--- config.mk ---
export PLATFORM = sky130hd
export DESIGN_NAME = clk_hp_monitor_flat
export DESIGN_NICKNAME = d
export VERILOG_FILES = /design/src/rtl/clk_hp_monitor_if.sv /design/src/rtl/clk_hp_monitor.sv /design/src/flat_wrapper.sv
export SDC_FILE = /design/constraint.sdc
export NUM_CORES = 1
export LEC_CHECK = 0
export ABC_CLOCK_PERIOD_IN_PS = 3900
export CAP_MARGIN = 20
export CELL_PAD_IN_SITES_DETAIL_PLACEMENT = 0
export CELL_PAD_IN_SITES_GLOBAL_PLACEMENT = 1
export CORE_AREA = 2 2 183 185
export DETAILED_ROUTE_END_ITERATION = 10
export DIE_AREA = 0 0 185 187
export GPL_ROUTABILITY_DRIVEN = 0
export PLACE_DENSITY_LB_ADDON = 0.1
export SYNTH_ARGS = -nofsm -noshare
export SYNTH_HDL_FRONTEND = slang
export SYNTH_SLANG_ARGS = --single-unit
--- constraint.sdc ---
create_clock -name clk_i -period 3.9 [get_ports clk_i]
set_clock_uncertainty 0.1 [all_clocks]
set_input_delay 0.585 -clock clk_i [delete_from_list [all_inputs] [get_ports clk_i]]
set_output_delay 0.585 -clock clk_i [all_outputs]
set_load 0.05 [all_outputs]
--- src/rtl/clk_hp_monitor_if.sv ---
// rtl/clk_hp_monitor_if.sv - config write channel of the clock half-period monitor
interface clk_hp_monitor_if #(
  parameter int CNT_W = 8,
  parameter int IDX_W = 4
);
  logic             cfg_valid;
  logic             cfg_ready;
  logic [IDX_W-1:0] cfg_idx;
  logic [CNT_W-1:0] cfg_hp;
  logic             cfg_rej;

  modport master (
    output cfg_valid,
    output cfg_idx,
    output cfg_hp,
    input  cfg_ready,
    input  cfg_rej
  );

  modport slave (
    input  cfg_valid,
    input  cfg_idx,
    input  cfg_hp,
    output cfg_ready,
    output cfg_rej
  );
endinterface

--- src/rtl/clk_hp_monitor.sv ---
// rtl/clk_hp_monitor.sv - per-lane half-period checker for generated clock lines
module clk_hp_monitor #(
  parameter int CLOCK_NUMBER = 9,
  parameter int CNT_W        = 8,
  parameter int IDX_W        = 4,
  parameter int LOCK_EDGES   = 2
) (
  input  logic                    clk_i,
  input  logic                    rst_i,
  input  logic                    freeze,
  input  logic [CLOCK_NUMBER-1:0] clk_in,
  clk_hp_monitor_if.slave         cfg,
  input  logic [CLOCK_NUMBER-1:0] err_clr,
  output logic [CLOCK_NUMBER-1:0] locked,
  output logic [CLOCK_NUMBER-1:0] err,
  output logic                    any_err,
  input  logic [IDX_W-1:0]        rd_idx,
  output logic [CNT_W-1:0]        meas_hp
);

  // Streak only has to reach LOCK_EDGES; it saturates there-or-above.
  localparam int               SW         = (LOCK_EDGES < 1) ? 1 : $clog2(LOCK_EDGES + 1);
  localparam logic [CNT_W-1:0] CNT_MAX    = '1;
  localparam logic [SW-1:0]    STREAK_MAX = '1;
  localparam logic [SW-1:0]    LOCK_N     = SW'(LOCK_EDGES);

  typedef enum logic [1:0] {
    ST_IDLE    = 2'd0,
    ST_ACQUIRE = 2'd1,
    ST_TRACK   = 2'd2
  } lane_state_t;

  logic [CLOCK_NUMBER-1:0] clk_q;
  lane_state_t             state      [CLOCK_NUMBER];
  logic [CNT_W-1:0]        hp         [CLOCK_NUMBER];
  logic [CNT_W-1:0]        cnt        [CLOCK_NUMBER];
  logic [CNT_W-1:0]        meas       [CLOCK_NUMBER];
  logic [SW-1:0]           streak     [CLOCK_NUMBER];

  logic                    cfg_acc;
  logic                    cfg_bad;
  logic [CLOCK_NUMBER-1:0] toggle;
  logic [CLOCK_NUMBER-1:0] wr_hit;
  logic [CLOCK_NUMBER-1:0] mis;
  logic [CLOCK_NUMBER-1:0] tout;
  logic [CNT_W-1:0]        interval   [CLOCK_NUMBER];
  logic [SW-1:0]           streak_inc [CLOCK_NUMBER];

  // Writes are always accepted outside reset; bad index or the reserved
  // all-ones half-period turns the accepted write into a reject.
  assign cfg.cfg_ready = ~rst_i;
  assign cfg_acc       = cfg.cfg_valid & cfg.cfg_ready;
  assign cfg_bad       = (32'(cfg.cfg_idx) >= CLOCK_NUMBER) || (cfg.cfg_hp == CNT_MAX);

  // Edges seen while frozen are swallowed: clk_q still follows clk_in.
  assign toggle = (clk_in ^ clk_q) & {CLOCK_NUMBER{~freeze}};

  // Per-lane decode of write hit, measured interval, mismatch and timeout.
  always_comb begin
    for (int n = 0; n < CLOCK_NUMBER; n++) begin
      wr_hit[n]     = cfg_acc && !cfg_bad && (cfg.cfg_idx == IDX_W'(n));
      interval[n]   = cnt[n] + CNT_W'(1);
      streak_inc[n] = (streak[n] == STREAK_MAX) ? streak[n] : streak[n] + SW'(1);
      mis[n]        = !wr_hit[n] && (state[n] == ST_TRACK) && toggle[n] &&
                      (interval[n] != hp[n]);
      tout[n]       = !wr_hit[n] && !freeze && (state[n] == ST_TRACK) && !toggle[n] &&
                      (cnt[n] == hp[n]);
    end
  end

  // Lane state machines, sticky errors, reject pulse and readback registers.
  always_ff @(posedge clk_i) begin
    clk_q <= clk_in;
    if (rst_i) begin
      cfg.cfg_rej <= 1'b0;
      locked      <= '0;
      err         <= '0;
      any_err     <= 1'b0;
      meas_hp     <= '0;
      for (int n = 0; n < CLOCK_NUMBER; n++) begin
        state[n]  <= ST_IDLE;
        hp[n]     <= '0;
        cnt[n]    <= '0;
        streak[n] <= '0;
        meas[n]   <= '0;
      end
    end else begin
      cfg.cfg_rej <= cfg_acc && cfg_bad;
      any_err     <= |err;
      meas_hp     <= (32'(rd_idx) < CLOCK_NUMBER) ? meas[rd_idx] : '0;
      for (int n = 0; n < CLOCK_NUMBER; n++) begin
        if (wr_hit[n]) begin
          // A config write restarts the lane regardless of what it saw this tick.
          hp[n]     <= cfg.cfg_hp;
          cnt[n]    <= '0;
          streak[n] <= '0;
          locked[n] <= 1'b0;
          err[n]    <= 1'b0;
          state[n]  <= (cfg.cfg_hp == '0) ? ST_IDLE : ST_ACQUIRE;
        end else begin
          // Error set beats a coincident clear.
          if (mis[n] || tout[n]) begin
            err[n] <= 1'b1;
          end else if (err_clr[n]) begin
            err[n] <= 1'b0;
          end
          if (!freeze) begin
            case (state[n])
              ST_ACQUIRE: begin
                // First edge only establishes phase; nothing to compare yet.
                if (toggle[n]) begin
                  cnt[n]   <= '0;
                  state[n] <= ST_TRACK;
                end
              end
              ST_TRACK: begin
                if (toggle[n]) begin
                  meas[n] <= interval[n];
                  cnt[n]  <= '0;
                  if (mis[n]) begin
                    locked[n] <= 1'b0;
                    streak[n] <= '0;
                  end else begin
                    streak[n] <= streak_inc[n];
                    if (streak_inc[n] >= LOCK_N) begin
                      locked[n] <= 1'b1;
                    end
                  end
                end else if (tout[n]) begin
                  // Clock went quiet: fall back and re-acquire phase.
                  locked[n] <= 1'b0;
                  streak[n] <= '0;
                  state[n]  <= ST_ACQUIRE;
                end else if (cnt[n] != CNT_MAX) begin
                  cnt[n] <= cnt[n] + CNT_W'(1);
                end
              end
              default: begin
              end
            endcase
          end
        end
      end
    end
  end

endmodule

--- src/flat_wrapper.sv ---
// flat-port wrapper written by rule: the top's interface ports become plain ports
module clk_hp_monitor_flat 
#(
  parameter int CLOCK_NUMBER = 9,
  parameter int CNT_W        = 8,
  parameter int IDX_W        = 4,
  parameter int LOCK_EDGES   = 2
)
  (clk_i, rst_i, freeze, clk_in, err_clr, locked, err, any_err, rd_idx, meas_hp, cfg_cfg_valid, cfg_cfg_idx, cfg_cfg_hp, cfg_cfg_ready, cfg_cfg_rej);
  clk_hp_monitor_if #(.CNT_W(CNT_W), .IDX_W(IDX_W)) cfg_i ();
  input  logic clk_i;
  input  logic rst_i;
  input  logic freeze;
  input  logic [CLOCK_NUMBER-1:0] clk_in;
  input  logic [CLOCK_NUMBER-1:0] err_clr;
  output logic [CLOCK_NUMBER-1:0] locked;
  output logic [CLOCK_NUMBER-1:0] err;
  output logic any_err;
  input  logic [IDX_W-1:0] rd_idx;
  output logic [CNT_W-1:0] meas_hp;
  input wire logic [$bits(cfg_i.cfg_valid)-1:0] cfg_cfg_valid;
  input wire logic [$bits(cfg_i.cfg_idx)-1:0] cfg_cfg_idx;
  input wire logic [$bits(cfg_i.cfg_hp)-1:0] cfg_cfg_hp;
  output wire logic [$bits(cfg_i.cfg_ready)-1:0] cfg_cfg_ready;
  output wire logic [$bits(cfg_i.cfg_rej)-1:0] cfg_cfg_rej;
  assign cfg_i.cfg_valid = cfg_cfg_valid;
  assign cfg_i.cfg_idx = cfg_cfg_idx;
  assign cfg_i.cfg_hp = cfg_cfg_hp;
  assign cfg_cfg_ready = cfg_i.cfg_ready;
  assign cfg_cfg_rej = cfg_i.cfg_rej;
  clk_hp_monitor #(.CLOCK_NUMBER(CLOCK_NUMBER), .CNT_W(CNT_W), .IDX_W(IDX_W), .LOCK_EDGES(LOCK_EDGES)) u_core (.clk_i(clk_i), .rst_i(rst_i), .freeze(freeze), .clk_in(clk_in), .cfg(cfg_i), .err_clr(err_clr), .locked(locked), .err(err), .any_err(any_err), .rd_idx(rd_idx), .meas_hp(meas_hp));
endmodule
==> key figures, run 1 <==
Job
  • Max_cap viols: 0

Worst setup path
  • CP required: 4020 ps
  • Element type at the critical path end: register
  • Max FO, Critical Path: 8
  • Setup CP Type: input pin to register
  • CP Data Arrival Time: 3370 ps
  • Startpoint Class: input pin

Timing
  • Max Freq: 308 MHz
  • Final Hold Fails: 0
  • Count of final setup violators: 0
  • Slew margin rel.: 18.7%
  • RSZ-0062 raised after global routing: false
  • Min Tclk post-route: 3250 ps
  • Least-Margin Pin Slew: 1220 ps
  • Post-route clock period utilization: 83.4%
  • Final-report max-slew violation count: 0
  • Setup Total Neg Slack: 0 ps

Die
  • Starting density of the core: 44.1%
  • Die X: 185 um
  • # rows: 67
  • Die Ht: 187 um
  • Core Area: 0.0329 mm2
  • IO Count: 67
  • Full die area: 0.0346 mm2

Cells and area
  • ANT cells: 0
  • Layout cells sized above 1: 10.4%
  • Nets: 1415
  • Layout Cells excl Fill: 1840
  • Area growth syn-to-layout: 17.5%

GRT
  • GRT Util Overall: 22.9%
  • Vias in the first global route: 9796
  • Largest net degree at the start of global routing: 73
  • GRT Residual Overflow: 0
  • Antenna violations before repair: 0
  • First-pass GRT wire length: 59.3 mm

Placement
  • Buffers on Ports: 66
  • Post-Place Cells: 1783
  • Hpwl dp: 29.3 mm

Clocking
  • CTS Buf Count: 31
  • CTS tree: done
  • Resized cells post-CTS: 0
  • H-tree Lvls: 1
  • Clock buffer depth: 3
  • Clock sink count: 289
  • Cts hold-fix bufs: 0
  • Clk slew on worst S/H paths: 60 ps
  • Post-CTS Setup Repair Bufs: 0
  • Worst-skew pair later-pin latency: 560 ps
  • CTS root buf: clkbuf_16

Logic synthesis
  • Synthesized area per cell: 11.5 um2
  • Library cells used by synthesis: 82
  • Most common cell in the netlist: edfxtp_1
  • Mapped Cells: 1256
  • Synthesized Nets: 1303
  • Synth warn: 0
  • Async SR Flop Fraction: 0%
  • Number of synthesized flops with an enable pin: 252
  • Area contributors post-synth: edfxtp_1, nor2_1, xnor2_1, dfxtp_1, xor2_1
  • Post-synth top area cell: edfxtp_1
  • Post-synth top cells: edfxtp_1, nor2_1, xnor2_1, xor2_1, nand2_1
  • Yosys reg bits: 289
  • Synthesized area: 0.0145 mm2
  • Yosys top cell area share: 52.3%
  • Top FF cell, synth: edfxtp_1
  • Post-synthesis sequential area ratio: 57.4%

Detailed routing
  • DRC Markers: 0
  • DR WL/cell: 21.5 um
  • Antenna Violating Nets Remaining: 0
  • DRT Wirelength: 39.6 mm
  • Vias per cell: 5.53
  • Iteration count of the initial detailed-routing pass: 5
  • Via Count: 10200
  • First DRT Iteration DRCs: 887

Power and ir drop
  • NetSw: 2.05 mW
  • Logic pwr share: 12.8%
  • Sequential Power Share: 48.1%
  • Switching Fraction: 25.7%
  • Worst IR Drop VDD: 397 uV
  • Power Density: 467 mW/mm2
  • Clock share of power: 39.1%
  • P_leak: 5.98 nW
  • Internal power: 5.90 mW

Run status
  • Status: finished clean

Min path
  • Worst min path class: register to register
[power by group through the flow]
stage	clock (mW)	combinational, mW	sequential [mW]
2_1_floorplan	0	0.665	3.85
3_3_place_gp	0	1.01	3.88
3_5_place_dp	0	1.02	3.88
4_1_cts	3.16	1.02	3.82
5_1_grt	3.27	1.11	3.85
6_report	3.11	1.02	3.82
[area by class of cell]
class                           count  area, um2
Fill cell                        3021      15800
Sequential cell                   289       8310
Clock buffer                       35        791
Tap cell                          448        561
Multi-Input combinational cell    897       5900
Inverter                           35        131
Timing Repair Buffer              114       1050
Clock inverter                     22        277
[critical path: stages]
cell and delay, ps:
clkdlybuf4s50_1 500, nand4_1 240, o21ai_1 500, o21ai_0 350, or4_1 550, a31o_2 300, nand4_1 330
[final timing paths]
| kind | startpoint | end | slack, ps | depth (start not counted) |
|---|---|---|---|---|
| setup / recovery | cfg_cfg_hp[0] | u_core.cnt[8][3]$_SDFFCE_PN0P_ | 650 | 7 |
| hold / removal | u_core.meas[8][4]$_SDFFCE_PP0P_ | u_core.meas_hp[4]$_SDFF_PP0_ | 390 | 2 |
| setup reg to reg | u_core.cnt[7][6]$_SDFFCE_PN0P_ | u_core.cnt[7][2]$_SDFFCE_PN0P_ | 760 | 6 |
| hold reg to reg | u_core.meas[8][4]$_SDFFCE_PP0P_ | u_core.meas_hp[4]$_SDFF_PP0_ | 390 | 2 |
[per-stage QoR]
stage	power [mW]	worst slack, ps	area (um2)	util [%]	hold slack, ps
6_report	7.95	649	17000	51.8	388
5_1_grt	8.23	524	17000	51.8	416
4_1_cts	8.00	693	17000	51.8	391
3_5_place_dp	4.90	77.9	16000	48.6	377
3_3_place_gp	4.89	201	16000	48.5	376
2_1_floorplan	4.51	949	14500	-	347
[layer usage]
metal	vias to the layer above	wire [um]	track usage [%]
li1	4829	-	-
met5	-	0	0
met2	324	17300	34.2
met1	4975	19000	35.3
met4	0	634	4.40
met3	45	2620	3.70
[cell families (layout without fill, tap and decap cells)]
group	Yosys count	after routing	synth area share (%)
simple gates	536	536	18.3
flops	289	289	57.4
xor+xnor	182	182	11.7
compound gates	143	143	6.73
buf+inv	70	206	1.93
mux	27	27	3.26
fa+ha+maj	9	9	0.778
[state kept, by name, indices dropped and copies added (netlist names)]
register,cells
u_core.any_err,1
u_core.cfg.cfg_rej,1
u_core.clk_q,9
u_core.cnt,72
u_core.err,9
u_core.hp,72
u_core.locked,9
u_core.meas,72
u_core.meas_hp,8
u_core.state,18
u_core.streak,18
[cell usage in the layout (no fill, tap or decap), types with 7 or more instances in the layout]
master and n:
a31oi_1 18, inv_1 32, nor2b_1 11, clkdlybuf4s50_1 65
nor3_1 29, nand3_1 52, clkinv_2 7, dfxtp_1 37
edfxtp_1 252, clkbuf_16 31, and2_1 10, mux4_2 16
ha_1 9, a21oi_1 29, nor4_1 11, nand2b_1 18
o211ai_1 7, mux2i_1 10, and3_1 18, o22ai_1 8
buf_4 45, o21ai_0 29, xnor2_1 99, or3_1 11
xor2_1 76, or4_1 10, nand4_1 21, nand2_1 55
nor2_1 246, nand3b_1 7
No activity file was read; power rests on OpenSTA's default activity.
==> run 2, diff against run 1 <==
--- a/config.mk
+++ b/config.mk
@@ -5,7 +5,7 @@
 export SDC_FILE = /design/constraint.sdc
 export NUM_CORES = 1
 export LEC_CHECK = 0
-export ABC_CLOCK_PERIOD_IN_PS = 3900
+export ABC_CLOCK_PERIOD_IN_PS = 3400
 export CAP_MARGIN = 20
 export CELL_PAD_IN_SITES_DETAIL_PLACEMENT = 0
 export CELL_PAD_IN_SITES_GLOBAL_PLACEMENT = 1
==> constraint.sdc (replaced) <==
create_clock -name clk_i -period 3.4 [get_ports clk_i]
set_clock_uncertainty 0.1 [all_clocks]
set_input_delay 0.51 -clock clk_i [delete_from_list [all_inputs] [get_ports clk_i]]
set_output_delay 0.51 -clock clk_i [all_outputs]
set_load 0.05 [all_outputs]
==> run 2 against run 1 <==
Compared with the run above:
- sequential cell count did not move
- critical path depth increased by 1
- count of clock-buffer cells in the layout is 12 higher
- largest cell class unchanged
- first-iteration DRC count shrank 9.7%
- via count grew 0.99%
- combinational power increased by 17%
- global-route usage rose by 0.52 points
- register-to-register slack got worse by 240 ps
- sequential share of layout area fell by 0.95 points
- critical endpoint is now u_core.cnt[8][2]$_SDFFCE_PN0P_
- largest power group unchanged
- final cell count grew 1.8%
==> key figures, run 2 (synthesis results as in run 1) <==
Run status
  • Status: finished clean

Placement
  • Hpwl dp: 28.8 mm
  • Dpl ws: -60.1 ps
  • Buffers on Ports: 66

Die
  • Full die area: 0.0346 mm2
  • Die X: 185 um
  • Core Area: 0.0329 mm2
  • Starting density of the core: 44.1%
  • IO Count: 67
  • # rows: 67
  • Die Ht: 187 um

Power and ir drop
  • Worst IR Drop VDD: 361 uV
  • P_leak: 6.17 nW
  • Power Density: 546 mW/mm2
  • Final Total Pwr: 9.48 mW

Cells and area
  • Most common cell after layout, fill and taps aside: edfxtp_1
  • Area growth syn-to-layout: 19.9%
  • Nets: 1445
  • Most frequent cells in the layout: edfxtp_1, nor2_1, xnor2_1, xor2_1, buf_4
  • Final Util: 52.8%
  • Largest registers: u_core.cnt: 72 flops, u_core.hp: 72 flops, u_core.meas: 72 flops
  • Layout cells sized above 1: 12.2%

Min path
  • Hold Crit Depth: 2
  • Worst hold path startpoint: u_core.meas[8][2]$_SDFFCE_PP0P_
  • Worst min path class: register to register

Detailed routing
  • Antenna Violating Nets Remaining: 0
  • DR WL/cell: 21.1 um
  • Top Layer Used: met4
  • First DRT Iteration DRCs: 801
  • DRT Wirelength: 39.5 mm
  • DRC Markers: 0
  • Met2 WL: 17.3 mm
  • Iteration count of the initial detailed-routing pass: 6
  • Vias per cell: 5.49
  • Met3 wire len: 2.40 mm
  • Via Count: 10300
  • WL met1: 19.1 mm

GRT
  • Largest net degree at the start of global routing: 41
  • GRT Util Overall: 23.4%
  • Vias in the first global route: 9997
  • First-pass GRT wire length: 60.6 mm
  • Antenna violations before repair: 2
  • GRT Residual Overflow: 0

Clocking
  • CTS root buf: clkbuf_16
  • Post-CTS Setup Repair Bufs: 0
  • Clock sink count: 289
  • Cts hold-fix bufs: 0
  • Resized cells post-CTS: 0
  • CTS tree: done
  • Clock buffer depth: 3
  • H-tree Lvls: 2
  • Worst-skew pair later-pin latency: 510 ps
  • Clk slew on worst S/H paths: 50 ps
  • CTS Buf Count: 35

Worst setup path
  • Reg2Reg Depth: 7
  • Startpoint Class: input pin
  • Element type at the critical path end: register
  • Max FO, Critical Path: 8
  • CP required: 3500 ps
  • CP Data Arrival Time: 3080 ps
  • Setup crit start: cfg_cfg_hp[7]
  • Setup CP Type: input pin to register
  • Worst flop-to-flop path startpoint: u_core.cnt[4][0]$_SDFFCE_PN0P_

Timing
  • Least-Margin Pin Slew: 1130 ps
  • Final Hold Fails: 0
  • Count of final setup violators: 0
  • Smallest setup slack after layout: 418 ps
  • Max Freq: 335 MHz
  • Final-report max-slew violation count: 0
  • Setup Total Neg Slack: 0 ps
  • RSZ-0062 raised after global routing: false
  • Slew margin rel.: 24.7%
  • Post-route clock period utilization: 87.7%
  • Min Tclk post-route: 2980 ps

Job
  • Max_cap viols: 0
-- run 2: cell types whose count changed in the layout (fill, tap and decap cells not counted), sizes merged --
cell      delta
clkinvlp     -3
clkbuf      +12
inv          +1
bufinv       -1
clkinv       -3
buf         +26
diode        +1
-- run 2: final cells by class --
type	instances	area [um2]
Antenna cell	1	2.50
Clock buffer	47	983
Clock inverter	16	223
Fill cell	2945	15500
Inverter	35	131
Multi-Input combinational cell	897	5900
Sequential cell	289	8310
Tap cell	448	561
Timing Repair Buffer	140	1250
-- run 2: critical path, cell delays in order --
cell             delay (ps)
clkdlybuf4s50_1         500
nand4_1                 240
o21ai_1                 520
o21ai_0                 280
or4_1                   510
a31o_2                  250
nand4_1                  90
buf_4                   170
-- run 2: per-layer routing --
layer / track usage, % / vias to the layer above
li1: - / 4891
met3: 3.89 / 48
met2: 34.6 / 325
met4: 4.88 / 0
met1: 36.3 / 5010
met5: 0 / -
-- run 2: power by group --
| part | internal [mW] | leakage [nW] | switching, mW |
|---|---|---|---|
| clock network | 2.42 | 0.581 | 1.48 |
| logic | 0.504 | 2.72 | 0.688 |
| registers | 4.17 | 2.87 | 0.217 |
| total | 7.09 | 6.17 | 2.39 |
-- run 2: stage by stage --
stage | area [um2] | std cells | hold WS [ps]
3_5_place_dp | 16200 | 1809 | 380
6_report | 17400 | 1873 | 387
5_1_grt | 17400 | 1872 | 387
2_1_floorplan | 14500 | 1256 | 347
3_3_place_gp | 16200 | 1809 | 385
4_1_cts | 17400 | 1872 | 375
-- run 2: worst paths after layout --
check                                                        end  slack [ps]
worst max-delay path              u_core.cnt[8][2]$_SDFFCE_PN0P_         420
worst min-delay path                u_core.meas_hp[2]$_SDFF_PP0_         390
worst max register to register  u_core.state[1][0]$_SDFFCE_PP0P_         520
worst min register to register      u_core.meas_hp[2]$_SDFF_PP0_         390
==> run 3, diff against run 2 <==
--- a/config.mk
+++ b/config.mk
@@ -9,11 +9,13 @@
 export CAP_MARGIN = 20
 export CELL_PAD_IN_SITES_DETAIL_PLACEMENT = 0
 export CELL_PAD_IN_SITES_GLOBAL_PLACEMENT = 1
-export CORE_AREA = 2 2 183 185
+export CORE_AREA = 2 2 175 177
 export DETAILED_ROUTE_END_ITERATION = 10
-export DIE_AREA = 0 0 185 187
+export DIE_AREA = 0 0 177 179
 export GPL_ROUTABILITY_DRIVEN = 0
+export HOLD_SLACK_MARGIN = 0.1
 export PLACE_DENSITY_LB_ADDON = 0.1
+export SETUP_SLACK_MARGIN = 0.3
 export SYNTH_ARGS = -nofsm -noshare
 export SYNTH_HDL_FRONTEND = slang
 export SYNTH_SLANG_ARGS = --single-unit
==> run 3 against run 2 <==
Compared with the run above:
- hold slack got worse by 2.8 ps
- combinational power barely moved
- global-route usage rose by 1.9 points
- setup slack improved by 6.2 ps
- register-to-register slack got worse by 96 ps
- highest routed layer unchanged
- core utilization rose by 4.3 points
- largest cell class unchanged
==> key figures, run 3 (synthesis results as in run 1) <==
Detailed routing
  • Antenna Violating Nets Remaining: 0
  • Via Count: 10400
  • DR WL/cell: 21.7 um
  • First DRT Iteration DRCs: 831
  • Iteration count of the initial detailed-routing pass: 5
  • DRT Wirelength: 39.6 mm
  • DRC Markers: 0
  • Vias per cell: 5.71

Worst setup path
  • Most common cell type on the critical path: nand4_1
  • Startpoint Class: register
  • Reg2Reg Depth: 6
  • CP Data Arrival Time: 2980 ps
  • Setup CP Type: register to register
  • Bufs and invs on worst path: 0
  • Crit-path leading delay family: simple AND/OR/NAND/NOR gates
  • Critical path's slowest cell: nor4_1
  • Worst flop-to-flop path startpoint: u_core.cnt[7][6]$_SDFFCE_PN0P_
  • CP required: 3410 ps
  • Max FO, Critical Path: 8
  • Element type at the critical path end: register
  • Worst reg2reg endpoint: u_core.cnt[7][4]$_SDFFCE_PN0P_
  • FF-to-FF setup slack: 420 ps
  • CP Cell Sequence: xnor2_1 -> nand4_1 -> nor4_1 -> a31oi_1 -> nand3_1 -> nand4_1
  • Critical Path Max Stage Delay: 790 ps

Clocking
  • CTS root buf: clkbuf_16
  • Clock buffer depth: 3
  • CTS tree: done
  • Cts hold-fix bufs: 0
  • Clk slew on worst S/H paths: 60 ps
  • H-tree Lvls: 2
  • Post-CTS Setup Repair Bufs: 0
  • Clock sink count: 289
  • Worst-skew pair later-pin latency: 510 ps
  • Resized cells post-CTS: 0
  • CTS Buf Count: 34

Placement
  • Buffers on Ports: 66
  • Hpwl dp: 28.6 mm

Timing
  • Count of final setup violators: 0
  • Slew margin rel.: 27.4%
  • Post-route clock period utilization: 87.5%
  • Max Freq: 336 MHz
  • RSZ-0062 raised after global routing: false
  • Setup Total Neg Slack: 0 ps
  • Min Tclk post-route: 2980 ps
  • Final Hold Fails: 0
  • Final-report max-slew violation count: 0
  • Hold WS: 384 ps
  • Least-Margin Pin Slew: 1090 ps

Cells and area
  • Most common cell after layout, fill and taps aside: edfxtp_1
  • Largest registers: u_core.cnt: 72 flops, u_core.hp: 72 flops, u_core.meas: 72 flops
  • Layout cells sized above 1: 11.9%
  • Area growth syn-to-layout: 18.5%
  • Nets: 1448
  • ANT cells: 0
  • Most frequent cells in the layout: edfxtp_1, nor2_1, xnor2_1, xor2_1, buf_4

Die
  • # rows: 64
  • Core Area: 0.0300 mm2
  • Starting density of the core: 48.2%
  • IO Count: 67
  • Die Ht: 179 um
  • Full die area: 0.0317 mm2
  • Die X: 177 um

GRT
  • Antenna violations before repair: 1
  • Vias in the first global route: 10000
  • First-pass GRT wire length: 59.5 mm
  • Largest net degree at the start of global routing: 73
  • GRT Residual Overflow: 0
  • GRT Util Overall: 25.3%

Power and ir drop
  • Worst IR Drop VDD: 372 uV
  • P_leak: 6.12 nW
  • Power Density: 526 mW/mm2

Min path
  • WHS Endpoint: u_core.meas_hp[3]$_SDFF_PP0_
  • Worst min path class: register to register
  • Hold Crit Depth: 2
  • Worst hold path startpoint: u_core.meas[8][3]$_SDFFCE_PP0P_

Run status
  • Status: finished clean

Job
  • Max_cap viols: 0
[run 3: cell types whose count changed in the layout (fill, tap and decap cells not counted), sizes merged]
cell and change:
bufinv -5, diode -1, clkinvlp -3, clkinv +7, clkbuf -1, buf +4
inv -1
[run 3: metal layers]
metal  wire length [um]  global-route usage (%)  vias to the layer above  part of all wire, %
li1                   -                       -                     4879                    -
met1              18600                    38.6                     5157                   47
met2              17000                    37.0                      313                   43
met3               2740                    3.60                       57                  6.9
met4               1190                    8.40                        0                  3.0
met5                  0                       0                        -                    0
[run 3: cell type report]
type                    count  area (um2)
well taps                 396         495
repair buffers            144        1280
fillers                  2560       12900
clock buffers              46         990
flip-flops and latches    289        8310
clock inverters            14        58.8
multi-input cells         897        5900
inverters                  35         131
[run 3: worst max path at each step]
| stage | to | slack [ps] | cells past startpoint | start |
|---|---|---|---|---|
| after floorplan | u_core.meas[7][0]$_SDFFCE_PP0P_ | 520 | 6 | cfg_cfg_idx[3] |
| after global placement | u_core.cnt[6][2]$_SDFFCE_PN0P_ | 80 | 9 | cfg_cfg_hp[6] |
| after detailed placement | u_core.cnt[6][2]$_SDFFCE_PN0P_ | 10 | 9 | cfg_cfg_hp[6] |
| after CTS | u_core.cnt[7][4]$_SDFFCE_PN0P_ | 530 | 6 | u_core.cnt[7][6]$_SDFFCE_PN0P_ |
| after global routing | u_core.cnt[6][7]$_SDFFCE_PN0P_ | 310 | 9 | cfg_cfg_hp[6] |
| final | u_core.cnt[7][4]$_SDFFCE_PN0P_ | 420 | 6 | u_core.cnt[7][6]$_SDFFCE_PN0P_ |
[run 3: where the power goes]
group | internal [mW] | leakage, nW | switching (mW) | total [mW]
logic | 0.503 | 2.73 | 0.694 | 1.20
clock network | 2.03 | 0.518 | 1.42 | 3.45
registers | 4.17 | 2.87 | 0.219 | 4.39
[run 3: stage by stage]
step / util [%] / area, um2 / total power, mW / worst slack (ps) / cells
floorplan: - / 14500 / 5.18 / 524 / 1256
global placement: 53.7 / 16100 / 5.63 / 84.7 / 1761
detailed placement: 53.7 / 16100 / 5.64 / 11.8 / 1761
CTS: 57.2 / 17200 / 9.09 / 526 / 1821
global route: 57.2 / 17200 / 9.37 / 308 / 1821
finish: 57.2 / 17200 / 9.04 / 424 / 1821
[run 3: worst register-to-register path, cell delays in order (launching register included)]
cell	delay, ps
edfxtp_1	500
xnor2_1	360
nand4_1	150
nor4_1	790
a31oi_1	110
nand3_1	160
nand4_1	410
